## src/rtl/ultrasonic_pkg.sv

```systemverilog
// Shared types and default timing for the ultrasonic echo responder.
// Timing defaults assume a 50 MHz clock.
package ultrasonic_pkg;

    localparam int DEF_CNT_W          = 22;
    localparam int DEF_TRIG_MIN       = 500;
    localparam int DEF_BURST          = 10000;
    localparam int DEF_CYCLES_PER_CM  = 2900;
    localparam int DEF_MAX_CM         = 400;
    localparam int DEF_TIMEOUT        = 1900000;
    localparam int DEF_HOLDOFF        = 500000;

    typedef enum logic [2:0] {
        ST_IDLE,
        ST_TRIG_HI,
        ST_BURST,
        ST_ECHO,
        ST_HOLDOFF
    } state_t;

endpackage

```

## src/rtl/ultrasonic_echo_responder_trig_sync.sv

```systemverilog
// Two-flop synchronizer for the asynchronous trig pin, with rise/fall
// detection against the previous synchronized value.
module trig_sync (
    input  logic clock,
    input  logic reset,
    input  logic trig,
    output logic trig_s,
    output logic rise,
    output logic fall
);

    logic s1;
    logic s2;
    logic prev;

    always_ff @(posedge clock or posedge reset) begin
        if (reset) begin
            s1   <= 1'b0;
            s2   <= 1'b0;
            prev <= 1'b0;
        end else begin
            s1   <= trig;
            s2   <= s1;
            prev <= s2;
        end
    end

    assign trig_s = s2;
    assign rise   = s2 & ~prev;
    assign fall   = ~s2 & prev;

endmodule

```

## src/rtl/ultrasonic_echo_responder.sv

```systemverilog
// HC-SR04-style responder: qualifies trig, waits a burst delay, then
// drives an echo pulse whose width encodes the latched distance.
module ultrasonic_echo_responder
    import ultrasonic_pkg::*;
#(
    parameter int CNT_W           = DEF_CNT_W,
    parameter int TRIG_MIN_CYCLES = DEF_TRIG_MIN,
    parameter int BURST_CYCLES    = DEF_BURST,
    parameter int CYCLES_PER_CM   = DEF_CYCLES_PER_CM,
    parameter int MAX_CM          = DEF_MAX_CM,
    parameter int TIMEOUT_CYCLES  = DEF_TIMEOUT,
    parameter int HOLDOFF_CYCLES  = DEF_HOLDOFF
) (
    input  logic       clock,
    input  logic       reset,
    input  logic       trig,
    input  logic [8:0] distance_cm,
    output logic       echo,
    output logic       busy,
    output logic       trig_reject,
    output logic       meas_done
);

    localparam logic [CNT_W-1:0] CNT_ONE    = CNT_W'(1);
    localparam logic [CNT_W-1:0] TRIG_MIN_C = CNT_W'(TRIG_MIN_CYCLES);
    localparam logic [CNT_W-1:0] BURST_LAST = CNT_W'(BURST_CYCLES - 1);
    localparam logic [CNT_W-1:0] HOLD_LAST  = CNT_W'(HOLDOFF_CYCLES - 1);
    localparam logic [CNT_W-1:0] TIMEOUT_C  = CNT_W'(TIMEOUT_CYCLES);
    localparam logic [CNT_W-1:0] CPC_C      = CNT_W'(CYCLES_PER_CM);

    logic             trig_s;
    logic             rise;
    logic             fall;
    state_t           state;
    state_t           state_n;
    logic [CNT_W-1:0] cnt;
    logic [CNT_W-1:0] cnt_n;
    logic [8:0]       dist_q;
    logic [8:0]       dist_n;
    logic [CNT_W-1:0] echo_w;
    logic             reject_n;
    logic             done_n;

    trig_sync u_trig_sync (
        .clock  (clock),
        .reset  (reset),
        .trig   (trig),
        .trig_s (trig_s),
        .rise   (rise),
        .fall   (fall)
    );

    // Zero or out-of-range distance reports "no object" via the timeout width.
    always_comb begin
        if (dist_q == 9'd0 || int'(dist_q) > MAX_CM)
            echo_w = TIMEOUT_C;
        else
            echo_w = CNT_W'(dist_q) * CPC_C;
    end

    always_ff @(posedge clock or posedge reset) begin
        if (reset) begin
            state       <= ST_IDLE;
            cnt         <= '0;
            dist_q      <= '0;
            echo        <= 1'b0;
            busy        <= 1'b0;
            trig_reject <= 1'b0;
            meas_done   <= 1'b0;
        end else begin
            state       <= state_n;
            cnt         <= cnt_n;
            dist_q      <= dist_n;
            echo        <= (state_n == ST_ECHO);
            busy        <= (state_n != ST_IDLE);
            trig_reject <= reject_n;
            meas_done   <= done_n;
        end
    end

    always_comb begin
        state_n  = state;
        cnt_n    = cnt;
        dist_n   = dist_q;
        reject_n = 1'b0;
        done_n   = 1'b0;
        case (state)
            ST_IDLE: begin
                if (rise) begin
                    state_n = ST_TRIG_HI;
                    cnt_n   = CNT_ONE;
                end
            end
            ST_TRIG_HI: begin
                if (fall) begin
                    cnt_n = '0;
                    if (cnt >= TRIG_MIN_C) begin
                        state_n = ST_BURST;
                        dist_n  = distance_cm;
                    end else begin
                        state_n  = ST_IDLE;
                        reject_n = 1'b1;
                    end
                end else if (trig_s && cnt != '1) begin
                    cnt_n = cnt + CNT_ONE;
                end
            end
            ST_BURST: begin
                reject_n = rise;
                if (cnt == BURST_LAST) begin
                    state_n = ST_ECHO;
                    cnt_n   = '0;
                end else begin
                    cnt_n = cnt + CNT_ONE;
                end
            end
            ST_ECHO: begin
                reject_n = rise;
                if (cnt == echo_w - CNT_ONE) begin
                    state_n = ST_HOLDOFF;
                    cnt_n   = '0;
                    done_n  = 1'b1;
                end else begin
                    cnt_n = cnt + CNT_ONE;
                end
            end
            ST_HOLDOFF: begin
                reject_n = rise;
                if (cnt == HOLD_LAST) begin
                    state_n = ST_IDLE;
                    cnt_n   = '0;
                end else begin
                    cnt_n = cnt + CNT_ONE;
                end
            end
            default: begin
                state_n = ST_IDLE;
                cnt_n   = '0;
            end
        endcase
    end

endmodule

```

## config.mk

```make
export PLATFORM = sky130hd
export DESIGN_NAME = ultrasonic_echo_responder
export DESIGN_NICKNAME = d
export VERILOG_FILES = /design/src/rtl/ultrasonic_pkg.sv /design/src/rtl/ultrasonic_echo_responder_trig_sync.sv /design/src/rtl/ultrasonic_echo_responder.sv
export SDC_FILE = /design/constraint.sdc
export NUM_CORES = 1
export LEC_CHECK = 0
export ABC_AREA = 0
export CAP_MARGIN = 10
export CORE_ASPECT_RATIO = 0.6
export CORE_MARGIN = 1.5
export CORE_UTILIZATION = 55
export CTS_CLUSTER_SIZE = 16
export DETAILED_ROUTE_END_ITERATION = 7
export PLACE_DENSITY = 0.73
export SYNTH_ARGS = -nofsm -noshare
export SYNTH_HDL_FRONTEND = slang
export SYNTH_SLANG_ARGS = --single-unit
```

## constraint.sdc

```tcl
create_clock -name clock -period 6.9 [get_ports clock]
set_clock_uncertainty 0.15 [all_clocks]
set_input_delay 1.38 -clock clock [delete_from_list [all_inputs] [get_ports clock]]
set_output_delay 1.38 -clock clock [all_outputs]
set_load 0.01 [all_outputs]
```

Word-level counts from Yosys, hierarchy flattened
Index checks and enable logic that the tools add are counted.
{"block": "classes", "n_eq_ne": 11, "n_reduce_logical": 8, "mux": 20, "n_addsub": 2, "mul": 1, "n_bitwise": 4, "magnitude_cmp": 2}
{"cell": "22-bit 2-to-1 mux", "n": 6}
{"cell": "22-bit one-hot mux with 5 select lines", "n": 1}
{"cell": "22-bit by 1-bit adder with 22-bit output (second input constant)", "n": 1}
{"cell": "22-bit by 14-bit equality test with 1-bit output (second input constant)", "n": 1}
{"cell": "22-bit by 19-bit equality test with 1-bit output (second input constant)", "n": 1}
{"cell": "22-bit equality test", "n": 1}
{"cell": "22-bit by 9-bit greater-or-equal comparator with 1-bit output (second input constant)", "n": 1}
{"cell": "22-bit inequality test (second input constant)", "n": 1}
{"cell": "22-bit by 1-bit subtractor with 22-bit output (second input constant)", "n": 1}
{"cell": "21-bit 2-to-1 mux", "n": 1}
{"cell": "9-bit by 10-bit multiplier with 19-bit output (second input constant)", "n": 1}
{"cell": "3-bit 2-to-1 mux", "n": 5}
{"cell": "3-bit one-hot mux with 5 select lines", "n": 1}
{"cell": "3-bit by 2-bit equality test with 1-bit output (second input constant)", "n": 3}
{"cell": "9-bit > comparator (second input constant)", "n": 1}
{"cell": "9-bit zero test", "n": 1}
{"cell": "1-bit 2-to-1 mux", "n": 4}
{"cell": "3-bit by 1-bit equality test with 1-bit output (second input constant)", "n": 1}
{"cell": "3-bit equality test (second input constant)", "n": 1}
{"cell": "3-bit zero test", "n": 1}
{"cell": "3-bit inequality test (second input constant)", "n": 1}
{"cell": "3-bit AND reduction", "n": 1}
{"cell": "3-bit nonzero test", "n": 1}
{"cell": "3-bit OR reduction", "n": 1}
{"cell": "8 further kinds", "n": 10}
{"block": "word_totals", "regBits": 41, "output_inout_bits": 4}

Longest topological paths before layout
{"block": "depth", "depth_word": 8, "depth_mapped": 21}

Modules after synthesis
A second synthesis with hierarchy kept.
{"block": "hier_totals", "hier_cells": 571, "area_unflattened_um2": 4966.0}
{"mod": "ultrasonic_echo_responder", "area_per_inst_um2": 4872.2, "cells_each": 565, "instances": 1, "seq_area_each_um2": 950.9}
{"mod": "trig_sync", "area_per_inst_um2": 93.8, "cells_each": 6, "instances": 1, "seq_area_each_um2": 75.1}

Worst setup path before layout
Ideal clock, no wire load.
{"block": "synth_timing", "path_kind": "register to register", "from": "register dist_q[6]", "to": "register cnt[16]", "t_required_ps": 6646, "n_path_buf": 1, "period_less_slack_ps": 5709, "arrival_ps": 5455, "path_stages_with_launch": 21, "setup_ps": 104, "slack_ps": 1191, "path_cell_list": "dfrtp_1 ha_1 xor2_1 ha_1 inv_1 fa_1 fa_1 inv_1 ha_1 a21oi_1 o21ai_0 a311o_1 a2111oi_0 nand4_1 and2_1 o211ai_1 o311ai_0 and4bb_4 o31a_4 buf_6 o41ai_2"}
{"block": "synth_via", "elab_chain_len": 7, "word_cells_on_any_way": 9, "classes_between": "1 x add/sub; 1 x mul; 1 x order compare; 1 x eq/ne; 3 x mux; 2 x reduce/logical"}
{"item": "from (decl)", "line_no": "ultrasonic_echo_responder.sv:38", "source": "logic [8:0] dist_q;"}
{"item": "from (signal assigned)", "line_no": "ultrasonic_echo_responder.sv:73", "source": "dist_q <= dist_n;"}
{"item": "branches (longest 2 deep; another with 9-bit by 10-bit multiplier with 19-bit output)"}
{"item": "21-bit 2-to-1 mux (*)", "line_no": "ultrasonic_echo_responder.sv:55", "source": "if (dist_q == 9'd0 || int'(dist_q) > MAX_CM)"}
{"item": "22-bit by 1-bit subtractor with 22-bit output (*)", "line_no": "ultrasonic_echo_responder.sv:119", "source": "if (cnt == echo_w - CNT_ONE) begin"}
{"item": "22-bit equality test (*)", "line_no": "ultrasonic_echo_responder.sv:119"}
{"item": "22-bit 2-to-1 mux (*)", "line_no": "ultrasonic_echo_responder.sv:119"}
{"item": "22-bit one-hot mux with 5 select lines (*)", "line_no": "ultrasonic_echo_responder.sv:87", "source": "case (state)"}
{"item": "to (signal assigned)", "line_no": "ultrasonic_echo_responder.sv:72", "source": "cnt <= cnt_n;"}
{"item": "to (decl)", "line_no": "ultrasonic_echo_responder.sv:36", "source": "logic [CNT_W-1:0] cnt;"}
Mark *: on every way between the ends.
A chain may end at the register's enable or synchronous reset.

Worst setup path after layout
{"block": "layout_timing", "from": "register dist_q[6]", "to": "register cnt[18]"}
The elaborated chain is that of the path after synthesis.

==> flow_summary.json <==
{
  "final_util_pct": 60.50,
  "coreArea_um2": 9155,
  "diodes": 0,
  "required_ns": 6.92,
  "root_buffer": "clkbuf_16",
  "p_sw_share_pct": 47.76,
  "clkSlewWorstSetupHoldPaths_ns": 0.06,
  "status": "finished, final reports clean",
  "crit_type": "flip-flop to flip-flop",
  "placed_area_um2": 5368,
  "clkPwrFrac_pct": 17.4,
  "pwr-share-comb_pct": 65.4,
  "layout_setup_ws_ns": 0.3806,
  "fmax_ghz": 0.1534,
  "clk_latency_ns": 0.29,
  "setup_violations": 0,
  "final_area_um2": 5539,
  "worst_path_max_delay_cell": "fa_1",
  "fin_hold_ws_ns": 0.1989,
  "cp_num_cells": 19,
  "drv_cap": 0,
  "slew_headroom_pct": 37.99,
  "antenna_found_initial": 0,
  "crit_fanout": 22,
  "path_delay_family": "compound AO/OA/AOI/OAI gates",
  "crit_chain": "ha_1 > xor2_1 > ha_1 > inv_1 > fa_1 > fa_1 > inv_1 > ha_1 > a21oi_1 > o21ai_0 > a311o_1 > a2111oi_0 > nand4_1 > and2_1 > o211ai_1 > o311ai_0 > and4bb_4 > o31a_4 > o41ai_1",
  "wire_per_inst_um": 18.65,
  "hold_depth": 0,
  "grt_max_degree": 42,
  "die-area_um2": 10030,
  "layout_min_cycle_time_ns": 6.519,
  "fp.dieH_um": 78.19,
  "boundaryPins": 16,
  "synth_flop_cell": "dfrtp_1",
  "synth_top_area_cell": "dfrtp_1",
  "row_count": 27,
  "arrival_ns": 6.54,
  "rrSetupSlack_ns": 0.38,
  "clockBufferDepth": 2,
  "drive_above_1_share_pct": 7.820,
  "vias": 4696,
  "cp_common_cell": "ha_1",
  "report.final.slew_viol_count": 0,
  "hold_path.class": "flip-flop to flip-flop",
  "cts_made_buffers": 5,
  "wl_mm": 13.64,
  "first_pass_iters": 7,
  "hold_viol": 0,
  "htreeDepth": 2,
  "yosysWarnings": 0,
  "rsz0062_at_grt": "no",
  "setup_tns_ns": 0,
  "leakagePower_uw": 0.002361,
  "grt_pass1_vias": 4421,
  "critPathBufInv": 2,
  "irDropWorstVdd_v": 0.0001895,
  "critPathLaunchType": "flip-flop",
  "ys_seq_elements": 41,
  "drt_iter0_markers": 551,
  "start_util_pct": 56.61,
  "synthCells": 611,
  "cts_num_sinks": 41,
  "synthArstFlopShare_pct": 100.0,
  "syn-num-nets": 699,
  "place.gp.congestion": 0.8310,
  "area_growth_pct": 6.881,
  "drc": 0,
  "ys_seq_area_share_pct": 19.80,
  "end_kind": "flip-flop",
  "cts_hold_buf": 0,
  "die_x_um": 128.3,
  "grt.overflow.total": 0,
  "grt_first_pass_wirelength_mm": 22.29,
  "cts_setup_buffers": 0,
  "worst_pin_slew_ns": 0.9301,
  "nNetsFinal": 689,
  "place_hpwl_mm": 10.42,
  "syn_area_per_cell_um2": 8.482,
  "grt_use_total_pct": 28.48,
  "finalCritPeriodShare_pct": 94.48,
  "p_int_uw": 815.3,
  "cts-resized-gates": 0,
  "seq_power_share_pct": 17.2,
  "syn_area_um2": 5182,
  "critPathMaxStageDelay_ns": 0.55,
  "viasPerCell": 6.424,
  "synth_top_cell_area_share_pct": 19.80,
  "cts_tree": "yes",
  "pre_cts_slack_ns": 0.5024,
  "p_sw_uw": 745.5,
  "ant_nets": 0,
  "port_buffers": 15,
  "power_density_nw_per_um2": 281.8,
  "nFillCells": 780,
  "r2r_cells": 19,
  "ys_types": 79,
  "synth_edf_count": 0,
  "yosys-top-cells-area": "dfrtp_1 20%, ha_1 14%, fa_1 7.3%"
}
## kinds of logic after synthesis
logic type / share of synthesized area [%]
xor+xnor: 5.070
simple gates: 21.90
fa+ha+maj: 21.10
buf+inv: 6.470
mux: 2.342
compound gates: 23.32
flops: 19.80
## routing by layer
layer / share of wire (%) / global-route usage (%)
met2: 41 / 41.40
met3: 9.5 / 7.635
met1: 49 / 42.62
met5: 0 / 0
met4: 0.61 / 4.831
## state kept, by name, indices dropped and copies added (netlist names)
name / flops
busy: 1
cnt: 22
dist_q: 9
echo: 1
meas_done: 1
state: 3
trig_reject: 1
u_trig_sync.prev: 1
u_trig_sync.s1: 1
u_trig_sync.trig_s: 1
## cell usage after synthesis (all sizes together) (3+ instances only)
cell,number
a2111oi,3
a211oi,4
a21o,4
a21oi,28
a22oi,3
a31oi,3
a41oi,10
and2,5
and3,15
and4,5
buf,5
clkbuf,31
dfrtp,41
fa,19
ha,57
inv,48
mux2,9
nand2,62
nand2b,5
nand3,27
nand4,8
nor2,28
nor3,14
nor3b,5
nor4,4
nor4b,3
o211ai,8
o21a,6
o21ai,34
o21bai,5
o22ai,8
o2bb2ai,4
o31ai,7
o41ai,9
or3,14
or4,3
xnor2,15
xor2,15
## worst register-to-register path: stages, from the launching register on
cell and delay, ns:
dfrtp_1 0.50, ha_1 0.33, xor2_1 0.21, ha_1 0.33, inv_1 0.05, fa_1 0.51
fa_1 0.55, inv_1 0.04, ha_1 0.35, a21oi_1 0.32, o21ai_0 0.23, a311o_1 0.45
a2111oi_0 0.46, nand4_1 0.26, and2_1 0.25, o211ai_1 0.15, o311ai_0 0.20, and4bb_4 0.27
o31a_4 0.41, o41ai_1 0.38
## per-stage QoR
stage	instances	power (µW)
after floorplan	611	1072
after detailed placement	723	1272
final	731	1561
after global routing	731	1681
after global placement	723	1234
after CTS	730	1549
## area by class of cell
class                           count  area [µm²]  area share (%)
Sequential cell                    41        1026           18.52
Clock inverter                      2       35.03          0.6325
Timing Repair Buffer               19       183.9           3.321
Multi-Input combinational cell    486        3826           69.08
Tap cell                          130       162.7           2.937
Clock buffer                        5       125.1           2.259
Inverter                           48       180.2           3.253
## power groups by stage
stage	Clock, µW	Sequential, µW	Combinational, µW
final	272	268	1020
after global placement	0	271	963
after global routing	283	270	1130
after CTS	275	267	1010
after detailed placement	0	272	1000
after floorplan	0	262	810
## final timing paths
check | startpoint | endpoint
worst max-delay path | dist_q[6] | cnt[18]
worst min-delay path | u_trig_sync.s1 | u_trig_sync.trig_s
worst max register to register | dist_q[6] | cnt[18]
worst min register to register | u_trig_sync.s1 | u_trig_sync.trig_s
max in group asynchronous | reset | dist_q[4]
min in group asynchronous | reset | dist_q[8]
## placed cells by master, fill, tap and decap left out, drive strengths merged, types with 4 or more instances in the layout
| cell type | Yosys | final |
|---|---|---|
| a211oi | 4 | 4 |
| a21o | 4 | 4 |
| a21oi | 28 | 28 |
| a41oi | 10 | 10 |
| and2 | 5 | 5 |
| and3 | 15 | 15 |
| and4 | 5 | 5 |
| buf | 5 | 4 |
| clkbuf | 31 | 5 |
| clkdlybuf4s50 | 0 | 15 |
| dfrtp | 41 | 41 |
| fa | 19 | 19 |
| ha | 57 | 57 |
| inv | 48 | 48 |
| mux2 | 9 | 9 |
| nand2 | 62 | 62 |
| nand2b | 5 | 5 |
| nand3 | 27 | 27 |
| nand4 | 8 | 8 |
| nor2 | 28 | 28 |
| nor3 | 14 | 14 |
| nor3b | 5 | 5 |
| nor4 | 4 | 4 |
| o211ai | 8 | 8 |
| o21a | 6 | 6 |
| o21ai | 34 | 34 |
| o21bai | 5 | 5 |
| o22ai | 8 | 8 |
| o2bb2ai | 4 | 4 |
| o31ai | 7 | 7 |
| o41ai | 9 | 9 |
| or3 | 14 | 14 |
| xnor2 | 15 | 15 |
| xor2 | 15 | 15 |
No activity file was read; power rests on OpenSTA's default activity.
